### src/rtl/ghr_pkg.sv
// Shared constants for the global history register: reset default,
// legacy 2-bit state names and default parameter values.
package ghr_pkg;

  localparam logic [1:0] GHR_RESET_DEFAULT = 2'b01;

  // Names of the legacy 2-bit history values (oldest bit on the left).
  typedef enum logic [1:0] {
    UU = 2'b00,
    UT = 2'b01,
    TU = 2'b10,
    TT = 2'b11
  } ghr2_state_e;

  localparam int DEF_HIST_W       = 2;
  localparam int DEF_MAX_INFLIGHT = 4;

endpackage

### src/rtl/ghr_spec_if.sv
// Bus between the fetch/execute pipeline and the global history register.
interface ghr_spec_if #(
  parameter int HIST_W       = 2,
  parameter int MAX_INFLIGHT = 4
);
  localparam int CNT_W = $clog2(MAX_INFLIGHT + 1);

  // Prediction handshake: PredValidF is the valid, ~InFlightFull is the ready;
  // a prediction is taken only in a cycle where both hold, otherwise it is
  // dropped (fetch is expected to stall while InFlightFull is high).
  logic              stallE;
  logic              BranchOpEb0;
  logic              PCSrcResE;
  logic              MispredictE;
  logic              PredValidF;
  logic              PredTakenF;
  logic [HIST_W-1:0] GHRSpec;
  logic [HIST_W-1:0] GHRArch;
  logic [CNT_W-1:0]  InFlight;
  logic              InFlightFull;

  modport master (
    output stallE, BranchOpEb0, PCSrcResE, MispredictE, PredValidF, PredTakenF,
    input  GHRSpec, GHRArch, InFlight, InFlightFull
  );

  modport slave (
    input  stallE, BranchOpEb0, PCSrcResE, MispredictE, PredValidF, PredTakenF,
    output GHRSpec, GHRArch, InFlight, InFlightFull
  );

endinterface

### src/rtl/ghr_shift_reg.sv
// History register: newest bit enters at the LSB; parallel load wins over shift.
module ghr_shift_reg #(
  parameter int                HIST_W    = 2,
  parameter logic [HIST_W-1:0] RESET_VAL = '0
) (
  input  logic              clk,
  input  logic              rst_n,
  input  logic              shift_en,
  input  logic              shift_bit,
  input  logic              load_en,
  input  logic [HIST_W-1:0] load_val,
  output logic [HIST_W-1:0] q
);

  always_ff @(posedge clk or negedge rst_n) begin
    if (!rst_n) begin
      q <= RESET_VAL;
    end else if (load_en) begin
      q <= load_val;
    end else if (shift_en) begin
      q <= {q[HIST_W-2:0], shift_bit};
    end
  end

endmodule

### src/rtl/ghr_spec.sv
// Global history register with speculative and architectural copies and a
// bounded count of unresolved predictions that back-pressures fetch.
module ghr_spec
  import ghr_pkg::*;
#(
  parameter int                HIST_W       = DEF_HIST_W,
  parameter logic [HIST_W-1:0] RESET_VAL    = HIST_W'(GHR_RESET_DEFAULT),
  parameter int                MAX_INFLIGHT = DEF_MAX_INFLIGHT
) (
  input logic        clk,
  input logic        reset,
  ghr_spec_if.slave  bus
);

  localparam int CNT_W = $clog2(MAX_INFLIGHT + 1);

  logic              resolve;
  logic              flush;
  logic              accept;
  logic              full;
  logic [HIST_W-1:0] arch_q;
  logic [HIST_W-1:0] spec_q;
  logic [HIST_W-1:0] arch_next;
  logic [CNT_W-1:0]  cnt_q;
  logic [CNT_W-1:0]  cnt_d;

  assign resolve   = bus.BranchOpEb0 & ~bus.stallE;
  assign flush     = resolve & bus.MispredictE;
  assign full      = (cnt_q == CNT_W'(MAX_INFLIGHT));
  assign accept    = bus.PredValidF & ~full;
  assign arch_next = {arch_q[HIST_W-2:0], bus.PCSrcResE};

  ghr_shift_reg #(.HIST_W(HIST_W), .RESET_VAL(RESET_VAL)) u_arch (
    .clk       (clk),
    .rst_n     (reset),
    .shift_en  (resolve),
    .shift_bit (bus.PCSrcResE),
    .load_en   (1'b0),
    .load_val  ('0),
    .q         (arch_q)
  );

  // A flush reloads the speculative copy with the freshly resolved history,
  // discarding any same-cycle prediction from the wrong path.
  ghr_shift_reg #(.HIST_W(HIST_W), .RESET_VAL(RESET_VAL)) u_spec (
    .clk       (clk),
    .rst_n     (reset),
    .shift_en  (accept),
    .shift_bit (bus.PredTakenF),
    .load_en   (flush),
    .load_val  (arch_next),
    .q         (spec_q)
  );

  always_comb begin
    cnt_d = cnt_q;
    if (flush) begin
      cnt_d = '0;
    end else if (accept && !resolve) begin
      cnt_d = cnt_q + 1'b1;
    end else if (resolve && !accept && (cnt_q != '0)) begin
      // Resolving an unpredicted branch leaves the count at zero.
      cnt_d = cnt_q - 1'b1;
    end
  end

  always_ff @(posedge clk or negedge reset) begin
    if (!reset) begin
      cnt_q <= '0;
    end else begin
      cnt_q <= cnt_d;
    end
  end

  assign bus.GHRSpec      = spec_q;
  assign bus.GHRArch      = arch_q;
  assign bus.InFlight     = cnt_q;
  assign bus.InFlightFull = full;

endmodule

### src/flat_wrapper.sv
// flat-port wrapper written by rule: the top's interface ports become plain ports
module ghr_spec_flat import ghr_pkg::*;
#(
  parameter int                HIST_W       = DEF_HIST_W,
  parameter logic [HIST_W-1:0] RESET_VAL    = HIST_W'(GHR_RESET_DEFAULT),
  parameter int                MAX_INFLIGHT = DEF_MAX_INFLIGHT
)
  (clk, reset, bus_stallE, bus_BranchOpEb0, bus_PCSrcResE, bus_MispredictE, bus_PredValidF, bus_PredTakenF, bus_GHRSpec, bus_GHRArch, bus_InFlight, bus_InFlightFull);
  ghr_spec_if #(.HIST_W(HIST_W), .MAX_INFLIGHT(MAX_INFLIGHT)) bus_i ();
  input logic clk;
  input logic reset;
  input wire logic [$bits(bus_i.stallE)-1:0] bus_stallE;
  input wire logic [$bits(bus_i.BranchOpEb0)-1:0] bus_BranchOpEb0;
  input wire logic [$bits(bus_i.PCSrcResE)-1:0] bus_PCSrcResE;
  input wire logic [$bits(bus_i.MispredictE)-1:0] bus_MispredictE;
  input wire logic [$bits(bus_i.PredValidF)-1:0] bus_PredValidF;
  input wire logic [$bits(bus_i.PredTakenF)-1:0] bus_PredTakenF;
  output wire logic [$bits(bus_i.GHRSpec)-1:0] bus_GHRSpec;
  output wire logic [$bits(bus_i.GHRArch)-1:0] bus_GHRArch;
  output wire logic [$bits(bus_i.InFlight)-1:0] bus_InFlight;
  output wire logic [$bits(bus_i.InFlightFull)-1:0] bus_InFlightFull;
  assign bus_i.stallE = bus_stallE;
  assign bus_i.BranchOpEb0 = bus_BranchOpEb0;
  assign bus_i.PCSrcResE = bus_PCSrcResE;
  assign bus_i.MispredictE = bus_MispredictE;
  assign bus_i.PredValidF = bus_PredValidF;
  assign bus_i.PredTakenF = bus_PredTakenF;
  assign bus_GHRSpec = bus_i.GHRSpec;
  assign bus_GHRArch = bus_i.GHRArch;
  assign bus_InFlight = bus_i.InFlight;
  assign bus_InFlightFull = bus_i.InFlightFull;
  ghr_spec #(.HIST_W(HIST_W), .RESET_VAL(RESET_VAL), .MAX_INFLIGHT(MAX_INFLIGHT)) u_core (.clk(clk), .reset(reset), .bus(bus_i));
endmodule
### config.mk
export PLATFORM = sky130hd
export DESIGN_NAME = ghr_spec_flat
export DESIGN_NICKNAME = d
export VERILOG_FILES = /design/src/rtl/ghr_pkg.sv /design/src/rtl/ghr_spec_if.sv /design/src/rtl/ghr_shift_reg.sv /design/src/rtl/ghr_spec.sv /design/src/flat_wrapper.sv
export SDC_FILE = /design/constraint.sdc
export NUM_CORES = 1
export LEC_CHECK = 0
export CAP_MARGIN = 25
export CORE_AREA = 2 2 39 41
export CTS_BUF_LIST = sky130_fd_sc_hd__clkbuf_4
export DETAILED_ROUTE_END_ITERATION = 10
export DIE_AREA = 0 0 41 43
export HOLD_SLACK_MARGIN = 0.06
export PLACE_DENSITY = 0.58
export RECOVER_POWER = 25
export SLEW_MARGIN = 20
export SYNTH_ARGS = -nofsm -noshare
export SYNTH_HDL_FRONTEND = slang
export SYNTH_SLANG_ARGS = --single-unit
export TNS_END_PERCENT = 50
### constraint.sdc
create_clock -name clk -period 4.6 [get_ports clk]
set_input_delay 0.46 -clock clk [delete_from_list [all_inputs] [get_ports clk]]
set_output_delay 0.46 -clock clk [all_outputs]
set_load 0.01 [all_outputs]
==> results of run 1 <==
-- critical path, cell delays in order --
cell and delay [ns]:
sky130_fd_sc_hd__clkdlybuf4s50_1 0.59, sky130_fd_sc_hd__o21ai_2 0.12, sky130_fd_sc_hd__nand2b_1 0.17, sky130_fd_sc_hd__fa_1 0.42, sky130_fd_sc_hd__or3_1 0.38, sky130_fd_sc_hd__a31oi_1 0.18, sky130_fd_sc_hd__a21oi_1 0.06
-- metal layers --
layer,share of wire,GRT usage,wire length (µm),vias to the layer above
li1,-,-,-,185
met1,0.44,0.1672,382,171
met2,0.45,0.1781,391,14
met3,0.11,0.02618,92,2
met4,0.0057,0.08000,5,0
met5,0,0,0,-
-- worst max path at each step --
stage	start	slack (ns)	end
6_report	bus_PredValidF	2.35	u_core.bus.InFlight[2]
2_1_floorplan	u_core.bus.InFlight[0]	2.61	u_core.bus.InFlight[2]
3_3_place_gp	bus_PredValidF	2.11	u_core.bus.InFlight[2]
3_5_place_dp	bus_PredValidF	2.11	u_core.bus.InFlight[2]
5_1_grt	bus_PredValidF	2.25	u_core.bus.InFlight[2]
4_1_cts	bus_PredValidF	2.36	u_core.bus.InFlight[2]
-- flip-flops by register name, summed over array words and instances (netlist names) --
register,count
u_core.u_arch.q,2
u_core.u_spec.q,2
u_core.bus.InFlight,3
-- stage by stage --
step | power, mW | std cells | utilization | cell area [µm²] | hold WS (ns)
6_report | 0.3463 | 76 | 0.4476 | 619.3 | 0.4923
5_1_grt | 0.3805 | 76 | 0.4476 | 619.3 | 0.5422
4_1_cts | 0.3527 | 76 | 0.4476 | 619.3 | 0.4815
3_5_place_dp | 0.2894 | 72 | 0.4259 | 589.3 | 0.4799
3_3_place_gp | 0.2907 | 72 | 0.4259 | 589.3 | 0.4838
2_1_floorplan | 0.2096 | 42 | - | 430.4 | 0.1644
-- cell families after synthesis --
logic type	share of synthesized area
buffers and inverters	0.03487
AO/OA/AOI/OAI	0.1599
XOR/XNOR	0.02035
AND/OR/NAND/NOR	0.2035
adder cells (fa/ha/maj)	0.04651
flip-flops	0.4128
multiplexers	0.1221
-- layout by cell type, fill, tap and decap left out, types with 2 or more instances in the layout --
| cell type | count |
|---|---|
| sky130_fd_sc_hd__o21ai_1 | 2 |
| sky130_fd_sc_hd__clkbuf_4 | 4 |
| sky130_fd_sc_hd__nor2_1 | 3 |
| sky130_fd_sc_hd__dfrtp_1 | 5 |
| sky130_fd_sc_hd__clkdlybuf4s50_1 | 14 |
| sky130_fd_sc_hd__dfstp_2 | 2 |
| sky130_fd_sc_hd__nand3_1 | 3 |
| sky130_fd_sc_hd__a21oi_1 | 3 |
| sky130_fd_sc_hd__nand2b_1 | 2 |
| sky130_fd_sc_hd__mux2i_1 | 3 |
| sky130_fd_sc_hd__mux2_1 | 2 |
-- power groups by stage --
stage / combinational, mW / clock [mW] / sequential (mW)
after floorplan: 0.0884 / 0 / 0.121
after global placement: 0.178 / 0 / 0.113
after detailed placement: 0.177 / 0 / 0.113
after CTS: 0.178 / 0.0630 / 0.112
after global routing: 0.199 / 0.0657 / 0.115
final: 0.175 / 0.0599 / 0.111
-- cell type report --
class                      instances  share of cell area
timing repair buffer              15              0.2424
sequential                         7              0.2869
inverter                           1            0.006061
tap                               16             0.03232
multi-input combinational         33              0.3838
clock buffer                       4             0.04848
==> load_flow_metrics.sql, run 1 <==
INSERT INTO impl_metrics (metric_group, metric, value, unit) VALUES
('yosys', 'synth_cell_area', '430.4', 'µm²'),
('cts', 'numCtsBuffers', '3', ''),
('sta', 'final_period_minus_worst_setup_slack', '2.253', 'ns'),
('cts', 'cts_root_buf', 'sky130_fd_sc_hd__clkbuf_4', ''),
('sta', 'setup_tns', '0', 'ns'),
('floorplanning', 'initial_utilization', '0.3110', ''),
('placed_design', 'numPortBuffers', '15', ''),
('power_and_ir_drop', 'p_sw', '0.1211', 'mW'),
('grt', 'first_global_vias', '348', ''),
('route', 'post_detailed_routing_wire_length', '872', 'µm'),
('critical_path', 'reg2reg_depth', '7', ''),
('sta', 'final_number_of_setup_violating_endpoints', '0', ''),
('route', 'drt_drc_violations_left', '0', ''),
('grt', 'pin_count_of_the_biggest_net_entering_global_routing', '10', ''),
('yosys', 'synth_edf_count', '0', ''),
('power_and_ir_drop', 'seqPwrFrac', '0.321', ''),
('cells_and_area', 'layout-area-overhead-vs-synth', '43.90', '%'),
('critical_path', 'end_kind', 'flop', ''),
('cts', 'clock_insertion_delay_worst_skew', '0.24', 'ns'),
('route', 'post_drt_wl_per_cell', '11.47', 'µm'),
('floorplanning', 'die_width', '41', 'µm'),
('route', 'routed-via-count', '372', ''),
('status', 'run_status', 'completed', ''),
('hold_path', 'hold_path.startpoint', 'u_core.u_arch.q[1]', ''),
('sta', 'final-max-slew-violation-count', '0', ''),
('floorplanning', 'die_height', '43', 'µm'),
('power_and_ir_drop', 'p_clk_frac', '0.173', ''),
('sta', 'final_min_period_over_clock_period', '0.4898', ''),
('floorplanning', 'core.rowCount', '14', ''),
('sta', 'maxSlewHeadroom', '0.7658', ''),
('sta', 'final_critical_path_setup_slack', '2.347', 'ns'),
('flow_run', 'max-cap-violations', '0', ''),
('yosys', 'synthArstFlopShare', '1.000', ''),
('cts', 'htreeDepth', '1', ''),
('hold_path', 'hold-path-cell-count', '1', ''),
('power_and_ir_drop', 'power_switching_share', '0.3496', ''),
('sta', 'clock_skew', '0.001219', 'ns'),
('yosys', 'avg_cell_area_syn', '10.25', 'µm²'),
('cts', 'clock_path_buffers', '2', ''),
('critical_path', 'critPathRequiredTime', '4.72', 'ns'),
('sta', 'timing_hold_violations_final', '0', ''),
('floorplanning', 'die_footprint', '0.001763', 'mm²'),
('power_and_ir_drop', 'p_leak', '0.2575', 'nW'),
('cells_and_area', 'nets', '70', ''),
('route', 'drt_pre_antenna_iters', '2', ''),
('power_and_ir_drop', 'vdd_ir_drop_max', '0.2280', 'mV'),
('yosys', 'yosysTopAreaCellShare', '0.2907', ''),
('cts', 'post_cts.resized_instances', '0', ''),
('yosys', 'yosys-top-cells-area', 'sky130_fd_sc_hd__dfrtp_1, sky130_fd_sc_hd__dfstp_2, sky130_fd_sc_hd__mux2i_1', ''),
('yosys', 'synthCells', '42', ''),
('placed_design', 'place_worst_setup_slack', '2.108', 'ns'),
('cells_and_area', 'sequential_cell_area', '177.7', 'µm²'),
('route', 'viasPerCell', '4.895', ''),
('critical_path', 'regToRegSetupSlack', '2.51', 'ns'),
('yosys', 'synth_seq_area_share', '0.4128', ''),
('yosys', 'post-synth-top-count-cell', 'sky130_fd_sc_hd__dfrtp_1', ''),
('sta', 'timing_worst_slew_pin_value', '0.3502', 'ns'),
('hold_path', 'whs_endpoint', 'u_core.u_arch.q[1]', ''),
('yosys', 'syn_nets', '51', ''),
('cts', 'clock_sinks', '7', ''),
('cts', 'clock_tree_from_tritoncts', 'done', ''),
('power_and_ir_drop', 'power.internal', '0.2253', 'mW'),
('hold_path', 'hold_class', 'reg2reg', ''),
('cells_and_area', 'final_layout_size_suffix_gt1_frac', '0.1333', ''),
('route', 'first_iter_violations', '1', ''),
('critical_path', 'critical_path_peak_fanout', '6', ''),
('power_and_ir_drop', 'power.share.combinational', '0.506', ''),
('yosys', 'netlist_top_cells_count', 'sky130_fd_sc_hd__dfrtp_1, sky130_fd_sc_hd__a21oi_1, sky130_fd_sc_hd__mux2i_1, sky130_fd_sc_hd__nand3_1, sky130_fd_sc_hd__nor2_1', ''),
('floorplanning', 'pin_count', '16', ''),
('grt', 'grt_first_pass_wirelength', '1.483', 'mm'),
('grt', 'grt_antenna_before_repair', '0', '');
Note: power is estimated with default switching activity, not from simulation.
==> inputs of run 2 (changes only) <==
- PLACE_DENSITY: 0.58 -> 0.61
- clock period: 4.6 -> 1.9 ns (I/O delays scaled with it)
==> run 2 against run 1 <==
Against the previous run:
- non-clock buffer count rose by 7
- combinational power rose to 3.1 times the previous value
- sequential share of layout area fell by 2.1 points
- highest routed layer unchanged
- clock power rose by 150%
- cell count rose by 9.2%
- first-iteration DRC count rose to 5.0 times the previous value
- via count rose by 8.9%
- global-route usage rose by 0.33 points
- critical path type is now reg2reg
==> load_flow_metrics.sql, run 2 (synthesis results as in run 1) <==
INSERT INTO impl_metrics (metric_group, metric, value, unit) VALUES
('sta', 'timing_hold_violations_final', '0', ''),
('floorplanning', 'die_width', '41', 'µm'),
('cts', 'clock_path_buffers', '2', ''),
('cells_and_area', 'layout.filler_cells', '141', ''),
('cells_and_area', 'layout-area-overhead-vs-synth', '57.27', '%'),
('sta', 'timing_worst_slew_pin_value', '0.3830', 'ns'),
('floorplanning', 'core_area', '0.001384', 'mm²'),
('flow_run', 'max-cap-violations', '0', ''),
('placed_design', 'place_worst_setup_slack', '-0.1024', 'ns'),
('route', 'first_iter_violations', '5', ''),
('cells_and_area', 'nets', '77', ''),
('critical_path', 'cp.depth', '7', ''),
('cells_and_area', 'final_cell_area', '676.9', 'µm²'),
('critical_path', 'cell_class_contributing_the_biggest_share_of_worst_path_delay', 'simple AND/OR/NAND/NOR gates', ''),
('cts', 'clock_sinks', '7', ''),
('floorplanning', 'die_footprint', '0.001763', 'mm²'),
('grt', 'grtUsageTotal', '0.1293', ''),
('cells_and_area', 'layout_commonest_cell', 'sky130_fd_sc_hd__clkdlybuf4s50_1', ''),
('critical_path', 'end_kind', 'flop', ''),
('sta', 'maxSlewHeadroom', '0.7439', ''),
('hold_path', 'hold_class', 'in2async', ''),
('critical_path', 'start_kind', 'flop', ''),
('power_and_ir_drop', 'power.share.combinational', '0.576', ''),
('cts', 'cts_setup_buffers', '0', ''),
('critical_path', 'critical_path_peak_fanout', '4', ''),
('grt', 'grt_first_pass_wirelength', '1.511', 'mm'),
('power_and_ir_drop', 'p_sw', '0.3150', 'mW'),
('critical_path', 'slowest_cell_on_the_critical_path', 'sky130_fd_sc_hd__or3_1', ''),
('cts', 'cts_root_buf', 'sky130_fd_sc_hd__clkbuf_4', ''),
('placed_design', 'gpl.final_weighted_congestion', '0.6784', ''),
('cts', 'path_clk_slew', '0.05', 'ns'),
('critical_path', 'reg2reg_depth', '7', ''),
('cts', 'post_cts.resized_instances', '0', ''),
('power_and_ir_drop', 'power-per-cell-area', '1382', 'mW/mm²'),
('critical_path', 'critical_path.cell_chain', 'or2_4 -> o21ai_2 -> nand2b_1 -> fa_1 -> or3_1 -> a31oi_1 -> a21oi_1', ''),
('placed_design', 'placed_cell_area', '646.9', 'µm²'),
('cts', 'htreeDepth', '1', ''),
('critical_path', 'cp_slowest_stage_delay', '0.38', 'ns'),
('power_and_ir_drop', 'power_switching_share', '0.3368', ''),
('power_and_ir_drop', 'p_clk_frac', '0.158', ''),
('sta', 'fmaxAchievable', '558.4', 'MHz'),
('sta', 'final_min_period_over_clock_period', '0.9426', ''),
('route', 'drt_drc_violations_left', '0', ''),
('critical_path', 'critPathRequiredTime', '2.03', 'ns'),
('floorplanning', 'pin_count', '16', ''),
('route', 'viasPerCell', '4.880', ''),
('route', 'drt_pre_antenna_iters', '4', ''),
('grt', 'grt_antenna_before_repair', '0', ''),
('placed_design', 'numPortBuffers', '15', ''),
('cts', 'clock_insertion_delay_worst_skew', '0.25', 'ns'),
('sta', 'rsz0062_at_grt', 'no', ''),
('power_and_ir_drop', 'power.internal', '0.6203', 'mW'),
('cts', 'holdBufCountCts', '0', ''),
('cts', 'clock_tree_from_tritoncts', 'done', ''),
('sta', 'hold_slack', '0.2574', 'ns'),
('critical_path', 'path_class', 'reg2reg', ''),
('route', 'routed-via-count', '405', ''),
('floorplanning', 'die_height', '43', 'µm'),
('sta', 'final_period_minus_worst_setup_slack', '1.791', 'ns'),
('placed_design', 'cell_count_after_placement', '79', ''),
('cells_and_area', 'final_layout_size_suffix_gt1_frac', '0.2687', ''),
('sta', 'final_number_of_setup_violating_endpoints', '0', ''),
('sta', 'final_critical_path_setup_slack', '0.1091', 'ns'),
('cts', 'numCtsBuffers', '3', ''),
('floorplanning', 'initial_utilization', '0.3110', ''),
('sta', 'clock_skew', '0.003422', 'ns'),
('critical_path', 'crit_arrival', '1.92', 'ns'),
('status', 'run_status', 'completed', ''),
('grt', 'pin_count_of_the_biggest_net_entering_global_routing', '10', ''),
('placed_design', 'post-dp-hpwl', '730', 'µm'),
('sta', 'final-max-slew-violation-count', '0', ''),
('route', 'post_detailed_routing_wire_length', '912', 'µm'),
('floorplanning', 'core.rowCount', '14', ''),
('grt', 'first_global_vias', '373', ''),
('power_and_ir_drop', 'p_leak', '0.2898', 'nW'),
('cells_and_area', 'largest_register_ff_count', '3', ''),
('cells_and_area', 'finalNonFillerCells', '83', ''),
('grt', 'grt-ovfl-total', '0', ''),
('cells_and_area', 'antennaDiodeCount', '0', ''),
('cells_and_area', 'top_library_cells_by_usage_in_the_layout_fill_and_taps_aside', 'sky130_fd_sc_hd__clkdlybuf4s50_1, sky130_fd_sc_hd__buf_4, sky130_fd_sc_hd__clkbuf_4', ''),
('power_and_ir_drop', 'seqPwrFrac', '0.266', ''),
('route', 'post_drt_wl_per_cell', '10.99', 'µm'),
('route', 'antenna_left', '0', ''),
('critical_path', 'critPathBufInv', '0', ''),
('power_and_ir_drop', 'vdd_ir_drop_max', '0.6997', 'mV');
[run 2: power by group through the flow]
stage / clock network [mW] / registers [mW] / logic [mW]
after floorplan: 0 / 0.299 / 0.224
after global placement: 0 / 0.252 / 0.541
after detailed placement: 0 / 0.252 / 0.542
after CTS: 0.155 / 0.250 / 0.544
after global routing: 0.163 / 0.256 / 0.599
final: 0.148 / 0.249 / 0.539
[run 2: metrics by stage]
| stage | setup TNS, ns | util | power [mW] |
|---|---|---|---|
| floorplan | 0 | - | 0.5236 |
| global placement | -0.1068 | 0.4675 | 0.7932 |
| detailed placement | -0.1024 | 0.4675 | 0.7934 |
| CTS | 0 | 0.4892 | 0.9488 |
| global route | 0 | 0.4892 | 1.017 |
| finish | 0 | 0.4892 | 0.9352 |
[run 2: final cells by class]
type	count	area, µm²	share of cell area
Timing Repair Buffer	22	202.7	0.2994
Multi-Input combinational cell	33	240.2	0.3549
Inverter	1	3.754	0.005545
Clock buffer	4	30.03	0.04436
Tap cell	16	20.02	0.02957
Sequential cell	7	180.2	0.2662
[run 2: worst register-to-register path, stage by stage, from the launching register on]
cell	delay (ns)
sky130_fd_sc_hd__dfrtp_2	0.35
sky130_fd_sc_hd__or2_4	0.13
sky130_fd_sc_hd__o21ai_2	0.06
sky130_fd_sc_hd__nand2b_1	0.15
sky130_fd_sc_hd__fa_1	0.37
sky130_fd_sc_hd__or3_1	0.38
sky130_fd_sc_hd__a31oi_1	0.17
sky130_fd_sc_hd__a21oi_1	0.06
[run 2: worst paths after layout]
kind	end	slack, ns	start
worst max-delay path	u_core.bus.InFlight[2]	0.11	u_core.bus.InFlight[0]
worst min-delay path	u_core.bus.InFlight[2]	0.26	reset
worst max register to register	u_core.bus.InFlight[2]	0.11	u_core.bus.InFlight[0]
worst min register to register	u_core.u_arch.q[1]	0.49	u_core.u_arch.q[1]
max in group asynchronous	u_core.u_arch.q[0]	1.36	reset
min in group clk	u_core.u_arch.q[1]	0.49	u_core.u_arch.q[1]
[run 2: layer usage]
| metal | global-route usage | wire length (µm) | share of wire | up-vias |
|---|---|---|---|---|
| met1 | 0.1919 | 438 | 0.48 | 190 |
| li1 | - | - | - | 199 |
| met3 | 0.03141 | 53 | 0.058 | 2 |
| met5 | 0 | 0 | 0 | - |
| met2 | 0.1719 | 404 | 0.44 | 14 |
| met4 | 0.06000 | 15 | 0.016 | 0 |
